**src/rtl/ldl_pkg.sv**
```systemverilog
// Shared helpers for the ldl round-robin arbiter: index-width derivation
// and modulo-n increment used for pointer wrap.
package ldl_pkg;

   // Ceiling log2, never below 1 so a single requester still gets a 1-bit index.
   function automatic int ldl_clog2(input int n);
      int r;
      r = 0;
      for (int i = 0; i < 31; i++) begin
         if ((1 << i) < n) r = i + 1;
      end
      return (r < 1) ? 1 : r;
   endfunction

   // Increment modulo n, so non-power-of-two counts wrap at n-1, not at 2^width-1.
   function automatic int ldl_wrap_inc(input int idx, input int n);
      return (idx + 1 >= n) ? 0 : idx + 1;
   endfunction

endpackage

```
**src/rtl/ldl_rr_pick.sv**
```systemverilog
// Combinational circular first-one finder: lowest set bit of req at or above
// start, wrapping through 0, using a doubled request vector.
module ldl_rr_pick
   import ldl_pkg::*;
#(
   parameter int REQ_NUM   = 8,
   parameter int IDX_WIDTH = ldl_clog2(REQ_NUM)
) (
   input  logic [REQ_NUM-1:0]   req,
   input  logic [IDX_WIDTH-1:0] start,
   output logic                 found,
   output logic [IDX_WIDTH-1:0] idx
);

   localparam int DBL = 2 * REQ_NUM;
   localparam logic [IDX_WIDTH:0] N_W = (IDX_WIDTH + 1)'(REQ_NUM);

   logic [DBL-1:0]     dbl;
   logic [DBL-1:0]     masked;
   logic [IDX_WIDTH:0] pos;

   // The upper copy covers indices below start, so a single masked scan wraps.
   assign dbl    = {req, req};
   assign masked = dbl & ({DBL{1'b1}} << start);
   assign found  = |req;

   // NOTE: every always_comb output gets a default first, otherwise a latch is inferred.
   always_comb begin
      pos = '0;
      for (int i = DBL - 1; i >= 0; i--) begin
         if (masked[i]) pos = (IDX_WIDTH + 1)'(i);
      end
   end

   assign idx = IDX_WIDTH'((pos >= N_W) ? pos - N_W : pos);

endmodule

```
**src/rtl/ldl_rr_arb_bin.sv**
```systemverilog
// Round-robin arbiter with registered binary grant index and valid/ready
// handshake; grants are held until accepted, then priority rotates past the winner.
module ldl_rr_arb_bin
   import ldl_pkg::*;
#(
   parameter int REQ_NUM   = 8,
   localparam int IDX_WIDTH = ldl_clog2(REQ_NUM)
) (
   input  logic                 clk,
   input  logic                 rst,
   input  logic                 en,
   input  logic [REQ_NUM-1:0]   req,
   input  logic                 gnt_rdy,
   output logic                 gnt_vld,
   output logic [IDX_WIDTH-1:0] gnt_idx,
   output logic [IDX_WIDTH-1:0] gnt_ptr
);

   logic                 accept;
   logic                 load;
   logic [IDX_WIDTH-1:0] next_ptr;
   logic [IDX_WIDTH-1:0] start;
   logic                 found;
   logic [IDX_WIDTH-1:0] pick_idx;

   assign accept   = gnt_vld & gnt_rdy;
   assign load     = !gnt_vld | accept;
   assign next_ptr = IDX_WIDTH'(ldl_wrap_inc(int'(gnt_idx), REQ_NUM));
   // On accept the pointer update lands this same edge, so search from its next value.
   assign start    = accept ? next_ptr : gnt_ptr;

   ldl_rr_pick #(
      .REQ_NUM   (REQ_NUM),
      .IDX_WIDTH (IDX_WIDTH)
   ) u_pick (
      .req   (req),
      .start (start),
      .found (found),
      .idx   (pick_idx)
   );

   // NOTE: sequential state uses non-blocking assignments so all registers update together.
   always_ff @(posedge clk or posedge rst) begin
      if (rst) begin
         gnt_vld <= 1'b0;
         gnt_idx <= '0;
         gnt_ptr <= '0;
      end else begin
         if (accept) gnt_ptr <= next_ptr;
         if (load) begin
            if (en && found) begin
               gnt_vld <= 1'b1;
               gnt_idx <= pick_idx;
            end else begin
               gnt_vld <= 1'b0;
            end
         end
      end
   end

endmodule

```
**config.mk**
```make
export PLATFORM = sky130hd
export DESIGN_NAME = ldl_rr_arb_bin
export DESIGN_NICKNAME = d
export VERILOG_FILES = /design/src/rtl/ldl_pkg.sv /design/src/rtl/ldl_rr_pick.sv /design/src/rtl/ldl_rr_arb_bin.sv
export SDC_FILE = /design/constraint.sdc
export NUM_CORES = 1
export LEC_CHECK = 0
export CORE_MARGIN = 2
export CORE_UTILIZATION = 39
export DETAILED_ROUTE_END_ITERATION = 16
export PLACE_DENSITY_LB_ADDON = 0.12
export SLEW_MARGIN = 10
export SYNTH_ARGS = -nofsm -noshare
export SYNTH_HDL_FRONTEND = slang
export SYNTH_SLANG_ARGS = --single-unit
export TNS_END_PERCENT = 30
```
**constraint.sdc**
```tcl
create_clock -name clk -period 2.1 [get_ports clk]
set_clock_uncertainty 0.1 [all_clocks]
set_input_delay 0.42 -clock clk [delete_from_list [all_inputs] [get_ports clk]]
set_output_delay 0.42 -clock clk [all_outputs]
set_load 0.005 [all_outputs]
```
==> results.sh <==
export IMPL_status="completed"
export IMPL_grt_pass1_vias=664
export IMPL_routed_top_layer="met4"
export IMPL_drv_slew=0
export IMPL_drt_pass1_iter_count=4
export IMPL_maxSlewHeadroom_pct=66.6
export IMPL_hold_buffers=0
export IMPL_synth_most_common_cell="a21oi_1"
export IMPL_power_frac_clock_pct=11.1
export IMPL_antenna_found_initial=0
export IMPL_cpLargestDelayFamily="simple AND/OR/NAND/NOR gates"
export IMPL_wl_mm=1.83
export IMPL_min_period_ps=2070
export IMPL_whs_ps=293
export IMPL_syn2layout_area_growth_pct=76.2
export IMPL_fin_crit_sh_pct=98.7
export IMPL_root_buffer="clkbuf_4"
export IMPL_die_area_mm2=0.00174
export IMPL_gp_congestion=0.912
export IMPL_end_kind="flip-flop"
export IMPL_syn_avg_cell_area_um2=8.51
export IMPL_synth_cell_type_count=34
export IMPL_drc=0
export IMPL_pwr_share_comb_pct=66.0
export IMPL_via_per_inst=5.79
export IMPL_hold_viol_final=0
export IMPL_swShare_pct=38.0
export IMPL_r2r_cells=7
export IMPL_core_area_mm2=0.00132
export IMPL_worstReg2RegStart="gnt_idx[0]"
export IMPL_r2r_end="gnt_idx[2]"
export IMPL_yosys_area_top_type="dfrtp_1"
export IMPL_crit_required_ps=2150
export IMPL_ios=19
export IMPL_rsz0062_at_grt="true"
export IMPL_wl_met1_um=786
export IMPL_peakVddDrop_uv=947
export IMPL_switchingPower_mw=0.439
export IMPL_p_total_mw=1.16
export IMPL_wl_met3_um=106
export IMPL_cts_sinks=7
export IMPL_ys_flop_type="dfrtp_1"
export IMPL_cts_made_buffers=3
export IMPL_clkTransAtPathRegs_ps=50
export IMPL_fill_cells=102
export IMPL_cpPeakStageDelay_ps=540
export IMPL_drt_iter0_markers=17
export IMPL_dpl_hpwl_mm=1.35
export IMPL_htree_levels=1
export IMPL_syn_inst=65
export IMPL_ys_ff_latch=7
export IMPL_synthesis_nets=78
export IMPL_p_int_mw=0.717
export IMPL_cp_num_buf_inv=1
export IMPL_power_density_mw_per_mm2=1190
export IMPL_wl_per_cell_um=15.2
export IMPL_die_h_um=41.7
export IMPL_design_area_um2=975
export IMPL_cap_violations=0
export IMPL_worstPathCellList="clkdlybuf4s50_1 > or4_4 > a21boi_1 > o311a_1 > mux2_4"
export IMPL_antenna_cells=0
export IMPL_via_count=700
export IMPL_grt_max_degree=8
export IMPL_yosysSeqAreaShare_pct=31.7
export IMPL_route_met2_wl_um=899
export IMPL_clockBufferDepth=2
export IMPL_crit_type="in2reg"
export IMPL_multiInputGateArea_um2=403
export IMPL_synth_edf_count=0
export IMPL_ff_latch_area_um2=175
export IMPL_critPathMaxFanout=2
export IMPL_reg2reg_setup_slack_ps=40
export IMPL_initial_core_util_pct=42.0
export IMPL_setup_viol=0
export IMPL_p_leak_nw=0.423
export IMPL_ys_warn_count=0
export IMPL_worstSetupStartpointType="input pin"
export IMPL_critPathSlowestCell="or4_4"
export IMPL_ant_nets=0
export IMPL_syn_area_um2=553
export IMPL_fp_row_count=13
export IMPL_clk_latency_ps=260
export IMPL_layout_drive_gt1_share_pct=35.8
export IMPL_die_w_um=41.7
export IMPL_fmax_mhz=483
export IMPL_synthArstFlopShare_pct=100
export IMPL_tritoncts="yes"
export IMPL_arrival_ps=2120
export IMPL_grt_pass1_wl_mm=2.84
export IMPL_overflow=0
export IMPL_tightestPinTransition_ps=500
export IMPL_numPortBuffers=18
export IMPL_ys_top_cells_by_count="a21oi_1, dfrtp_1, inv_1, o21ai_0"
export IMPL_fin_nets=120
export IMPL_p_seq_share_pct=22.9
export IMPL_synth_top_area_share_pct=31.7
export IMPL_dpl_instance_area_um2=898
export IMPL_grt_usage_pct=21.6
export IMPL_yosys_top_cells_area="dfrtp_1, a21oi_1, inv_1"
export IMPL_hold_class="in2async"
==> logic make-up (layout without fill, tap and decap cells) <==
group	after synthesis	in the layout	synth area share (%)
adders and majority gates	1	1	2.26
AOI/OAI and AO/OA	26	26	31.7
buffers and inverters	7	48	4.75
DFF	7	7	31.7
muxes	2	2	4.52
and+or+nand+nor	22	22	25.1
==> power groups by stage <==
| stage | registers, mW | clock network [mW] | logic [mW] |
|---|---|---|---|
| 3_3_place_gp | 0.242 | 0 | 0.673 |
| 2_1_floorplan | 0.257 | 0 | 0.300 |
| 4_1_cts | 0.248 | 0.130 | 0.712 |
| 5_1_grt | 0.272 | 0.136 | 0.826 |
| 6_report | 0.265 | 0.128 | 0.763 |
| 3_5_place_dp | 0.244 | 0 | 0.678 |
==> how the worst max path moves through the flow <==
stage | startpoint | to | slack, ps | depth (start not counted)
6_report | req[4] | gnt_idx[2] | 30 | 5
5_1_grt | gnt_idx[0] | gnt_idx[2] | -20 | 7
4_1_cts | gnt_idx[0] | gnt_idx[2] | 8 | 7
3_5_place_dp | gnt_rdy | gnt_idx[2] | -390 | 7
3_3_place_gp | gnt_rdy | gnt_idx[2] | -320 | 7
2_1_floorplan | gnt_idx[0] | gnt_idx[2] | 5 | 7
==> state kept, by name (all words and copies together), names as in the netlist <==
| signal | flops |
|---|---|
| gnt_ptr | 3 |
| gnt_vld | 1 |
| gnt_idx | 3 |
==> metrics by stage <==
| stage | setup slack, ps | TNS, ps | utilization [%] | cells |
|---|---|---|---|---|
| 6_report | 27.8 | 0 | 74.0 | 121 |
| 5_1_grt | -20.2 | -35.9 | 74.0 | 121 |
| 4_1_cts | 8.02 | 0 | 71.5 | 121 |
| 3_5_place_dp | -387 | -779 | 68.2 | 117 |
| 3_3_place_gp | -322 | -666 | 68.2 | 117 |
| 2_1_floorplan | 4.90 | 0 | - | 65 |
==> cell usage in the layout, fill, tap and decap left out, drive strengths merged, types with 2 or more instances in the layout <==
master         instances
buf                   19
clkdlybuf4s50         17
a21oi                  8
dfrtp                  7
inv                    7
o21ai                  5
clkbuf                 4
nor3                   3
o22ai                  3
nand2                  3
nor2                   3
nor2b                  3
or4                    2
a211oi                 2
==> per-layer routing <==
layer / vias to the layer above / GRT usage [%]
met3: 7 / 8.70
met2: 31 / 33.1
met4: 0 / 9.03
li1: 328 / -
met1: 334 / 26.7
met5: - / 0
==> timing repair <==
action	in CTS	in global routing
buffers inserted	0	0
gates resized for setup	5	7
hold endpoints to repair	0	0
setup endpoints to repair	1	2
pin swaps	1	4
==> cell type report <==
type	count	area share, %
multi-input cells	51	41.3
clock buffers	4	2.70
flip-flops and latches	7	18.0
well taps	15	1.93
repair buffers	37	33.4
inverters	7	2.70
==> worst reg2reg max path, delay by kind of cell, from the launching register on <==
kind | cells | cell delay [ps]
AOI/OAI and AO/OA | 4 | 840
DFF | 1 | 420
muxes | 1 | 250
adders and majority gates | 1 | 180
buffers and inverters | 1 | 150
No activity file was read; power rests on OpenSTA's default activity.
==> patch 1: new RTL, config.mk and constraints unchanged <==
Reset style: synchronous (`rst`), changed in one clocked block.
--- a/src/rtl/ldl_rr_arb_bin.sv
+++ b/src/rtl/ldl_rr_arb_bin.sv
@@ -40,7 +40,7 @@
    );
 
    // NOTE: sequential state uses non-blocking assignments so all registers update together.
-   always_ff @(posedge clk or posedge rst) begin
+   always_ff @(posedge clk) begin
       if (rst) begin
          gnt_vld <= 1'b0;
          gnt_idx <= '0;
Function: differs if rst is asserted again (counterexample within 4 cycles, from zero or initial values and one cycle with rst high); with rst held inactive, the same outputs for 10 cycles.
==> patch 1 against the original RTL <==
- sequential cell count did not move
- design area rose by 11%
- worst setup slack improved by 0.022 ns
- final cell count rose by 19%
- routed wire length rose by 22%
- synthesized area rose by 15%
- maximum frequency rose by 1.1%
Power is not compared: it rests on default switching activity, and its combinational part moved more than twofold at a synthesized area within 25%.
==> patch 1: results (changes against the original RTL) <==
hold slack final 0.510 ns (+0.218 ns); Slowest cell on crit path or4_1; WL/cell 15.5 um (+2.2%); 1st-iter DRT viols 44 (+27); largest cells by area after synthesis dfxtp_1, nor2_1, a21oi_1, o211ai_1, or4_1; Worst Max-Slew Pin Slew 0.556 ns (+0.0557 ns); Detailed Routing Iterations Pass 1 5 (+1); largest net degree at the start of global routing 12 (+4); Max Clk Rate 0.488 GHz (+1.1%); critical path arrival 2.10 ns (-0.02 ns); max-slew violation count 0 (unchanged); Total GRT Usage 0.239 (+0.0230); Net Count, Synth 96 (+23%); ANT cells 0 (unchanged); htree depth 1 (unchanged); RePlAce Congestion 0.946 (+3.8%); sequential share of the synthesized area 0.220 (-0.0971); Largest regs gnt_idx x3, gnt_ptr x3, gnt_vld x1; vias in the first global route 805 (+21%); WHS Path Cells 1; slowest stage delay, CP 0.39 ns (-0.15 ns); Worst-path clk slew 0.06 ns; reg2reg path depth 6 (-1); Place WS -0.490 ns (-0.103 ns); WL final 2.23 mm (+22%); Worst Path Max Fanout 3 (+1); layout cells sized above 1 0.336 (-0.0226); Root Buffer clkbuf_4; antenna violations before repair 0 (unchanged); Avg Cell Area, Syn 7.69 sq um (-9.6%); placed cell areas 0.00102 sq mm (+14%); vias per inst 6.17 (+6.6%); outcome finished, final reports clean; most common flop cell mapped by yosys dfxtp_1; dpl hpwl 1.74 mm (+29%); Worst Hold Class reg2reg; Post-synth top cells nor2_1, dfxtp_1, a21oi_1; Critical Path End gnt_idx[2]$_SDFFE_PP0P_; ys async rst share 0 (-1.00); worst setup path startpoint gnt_idx[0]$_SDFFE_PP0P_; NumNets Final 142 (+18%); first-pass GRT wire length 3.42 mm (+20%); Synth Warn # 0 (unchanged); fillers 119 (+17%); synth unique cells 39 (+15%)
-- patch 1: area by class of cell --
| class | instances | area [sq um] | area share |
|---|---|---|---|
| sequential | 7 | 143 | 0.131 |
| timing repair buffer | 44 | 388 | 0.357 |
| multi-input combinational | 71 | 502 | 0.462 |
| tap | 16 | 20.0 | 0.0184 |
| clock buffer | 4 | 26.3 | 0.0242 |
| inverter | 2 | 7.51 | 0.00691 |
-- patch 1: kinds of logic after synthesis --
logic type,count (synthesis),synth area share
flip-flops,7,0.220
AO/OA/AOI/OAI,37,0.443
AND/OR/NAND/NOR,33,0.284
adder cells (fa/ha/maj),1,0.0196
buffers and inverters,5,0.0333
-- patch 1: worst max-delay path, delay by kind of cell, from the launching register on --
kind                     cells  cell delay, ns
AO/OA/AOI/OAI                3            0.64
flip-flops                   1            0.34
adder cells (fa/ha/maj)      1            0.27
AND/OR/NAND/NOR              2            0.59
-- patch 1: routing by layer --
metal  part of all wire  up-vias  GRT usage  routed length, um
met4              0.030        0      0.115                 68
met2               0.48       44      0.406               1060
li1                   -      426          -                  -
met3              0.067       10     0.0408                149
met5                  0        -          0                  0
met1               0.42      408      0.290                947
-- patch 1: timing repair --
item                                    in CTS  in global routing
gates resized for setup                      2                 13
pin swaps                                    1                  3
endpoints found under the hold margin        0                  0
endpoints found under the setup margin       3                  3
cloned                                       0                  0
-- patch 1: power groups by stage --
stage | logic [mW] | registers (mW) | clock network [mW]
after detailed placement | 0.183 | 0.155 | 0
final | 0.189 | 0.154 | 0.126
after CTS | 0.183 | 0.152 | 0.126
after global routing | 0.205 | 0.155 | 0.131
after global placement | 0.181 | 0.155 | 0
after floorplan | 0.0757 | 0.156 | 0
==> patch 2: new RTL, same flow settings <==
Without the edit above. `REQ_NUM` is set to 8 in 2 places; all go to 10.
--- a/src/rtl/ldl_rr_pick.sv
+++ b/src/rtl/ldl_rr_pick.sv
@@ -3,7 +3,7 @@
 module ldl_rr_pick
    import ldl_pkg::*;
 #(
-   parameter int REQ_NUM   = 8,
+   parameter int REQ_NUM   = 10,
    parameter int IDX_WIDTH = ldl_clog2(REQ_NUM)
 ) (
    input  logic [REQ_NUM-1:0]   req,
--- a/src/rtl/ldl_rr_arb_bin.sv
+++ b/src/rtl/ldl_rr_arb_bin.sv
@@ -3,7 +3,7 @@
 module ldl_rr_arb_bin
    import ldl_pkg::*;
 #(
-   parameter int REQ_NUM   = 8,
+   parameter int REQ_NUM   = 10,
    localparam int IDX_WIDTH = ldl_clog2(REQ_NUM)
 ) (
    input  logic                 clk,
Ports: changed (resized gnt_idx, gnt_ptr and req); port bits go from 19 to 23. No check against the original RTL was run, so the function may have changed too.
==> patch 2 against the original RTL <==
- highest routed layer unchanged
- design area up 120%
- first-iteration DRC count rose to 7.2 times the old value
- count of clock-buffer cells in the layout unchanged
- sequential power up 17%
- hold slack better by 0.027 ns
- non-clock buffer count up 61
- critical endpoint unchanged
- synthesized cell count up 150%
- routed wire length rose to 2.7 times the old value
- synthesized area up 130%
- the run now ends with negative setup slack left
- power up 110%
- global-route usage up 8.1 points
- via count up 150%
- sequential cell count up 2
- worst setup slack worse by 1.2 ns
==> patch 2: results (changes against the original RTL) <==
hold slack final 0.319 ns (+0.0269 ns); Worst Path Max Fanout 4 (+2); 1st-iter DRT viols 122 (+105); worst vdd ir 840 uV (-11%); Avg Cell Area, Syn 7.81 sq um (-8.2%); placed cell areas 0.00209 sq mm (+130%); most common cell in the synthesized netlist nand2_1; layout cells sized above 1 0.446 (+0.0872); Int Pwr 1.39 mW (+93%); metal1 wirelength 2.04 mm (+160%); metal3 WL 370 um (+250%); Worst-path clk slew 0.06 ns; met3 Usage GRT 0.0512 (-0.0358); highest routing layer actually used met4; post-layout instance area 0.00219 sq mm (+120%); Setup-failing EPs final 4 (+4); dpl hpwl 4.11 mm (+200%); Inst Count DP 296 (+150%); ANT cells 0 (unchanged); power share of the combinational group 0.818 (+0.158); antenna violations before repair 0 (unchanged); largest cells by area after synthesis dfrtp_1, nand2_1, o21ai_0, a21oi_1, nor2_1; Leakage 0.965 nW (+130%); Worst Max-Slew Pin Slew 0.403 ns (-0.0964 ns); Place WS -1.39 ns (-1.00 ns); RePlAce Congestion 0.962 (+5.5%); Worst Hold Class in2async; Largest regs gnt_idx x4, gnt_ptr x4, gnt_vld x1; ys async rst share 1.00 (unchanged); htree depth 1 (unchanged); WL final 5.00 mm (+170%); outcome finished with violations; PD cells 1130 mW/mm^2 (-5.0%); failing checks negative setup slack; Clock Path Buffers 2 (unchanged); largest net degree at the start of global routing 10 (+2); Post-synth top cells nand2_1, nor2_1, o21ai_0; global routing usage on met1 0.388 (+0.121); PortBufs 22 (+4); first-pass GRT wire length 7.94 mm (+180%); critical path arrival 3.38 ns (+1.26 ns); Total GRT Usage 0.297 (+0.0810); Global Route met2 Usage 0.501 (+0.170); Net Count, Synth 178 (+130%); CTS Buf Count 3 (unchanged); Synth Warn # 0 (unchanged); vias per inst 5.72 (-1.2%); met2 WL 2.51 mm (+180%); vias in the first global route 1647 (+150%); fillers 247 (+140%); sequential group share of total power 0.125 (-0.104); fin cells 302 (+150%); total negative slack -4.07 ns (-4.07 ns); Root Buffer clkbuf_4; worst skew pair latency 0.27 ns; Detailed Routing Iterations Pass 1 4 (unchanged); synth unique cells 62 (+82%); sequential share of the synthesized area 0.179 (-0.138); slack of the critical path -1.22 ns (-1.25 ns); NumNets Final 276 (+130%)
-- patch 2: kinds of logic (layout without fill, tap and decap cells) --
kind of cell,after synthesis,count (layout),synth area share
AOI/OAI and AO/OA,67,67,0.432
xor gates and xnor gates,1,1,0.00697
muxes,3,3,0.0279
adders and majority gates,3,3,0.0299
DFF,9,9,0.179
and+or+nand+nor,61,61,0.261
buffers and inverters,17,114,0.0637
-- patch 2: worst paths after layout --
check / end / startpoint / cells past startpoint
max: gnt_idx[2]$_DFFE_PP0P_ / gnt_idx[1]$_DFFE_PP0P_ / 14
min: gnt_vld$_DFFE_PP0N_ / rst / 2
max reg2reg: gnt_idx[2]$_DFFE_PP0P_ / gnt_idx[1]$_DFFE_PP0P_ / 14
min reg2reg: gnt_idx[0]$_DFFE_PP0P_ / gnt_idx[0]$_DFFE_PP0P_ / 3
max in group asynchronous: gnt_idx[1]$_DFFE_PP0P_ / rst / 2
min in group clk: gnt_idx[0]$_DFFE_PP0P_ / gnt_idx[0]$_DFFE_PP0P_ / 3
-- patch 2: area by class of cell --
type,count,share of cell area
Clock buffer,4,0.0120
Sequential cell,9,0.104
Tap cell,44,0.0252
Inverter,12,0.0206
Multi-Input combinational cell,135,0.473
Timing Repair Buffer,98,0.365
-- patch 2: worst max-delay path: stages, from the launching register on --
cell and delay, ns:
dfrtp_2 0.41, inv_2 0.06, ha_4 0.26, or4b_4 0.48, a211oi_4 0.33, nor2_2 0.08, o31ai_2 0.27, o32a_1 0.21
o22ai_2 0.08, ha_2 0.19, buf_6 0.11, nand4_1 0.08, a21oi_2 0.07, or3_1 0.30, o21a_1 0.17
-- patch 2: repair_timing --
action                                  CTS  global route
endpoints found under the setup margin    4             6
gates resized for setup                   6             7
buffers inserted                          2             0
pin swaps                                 5             1
gates cloned                              0             0
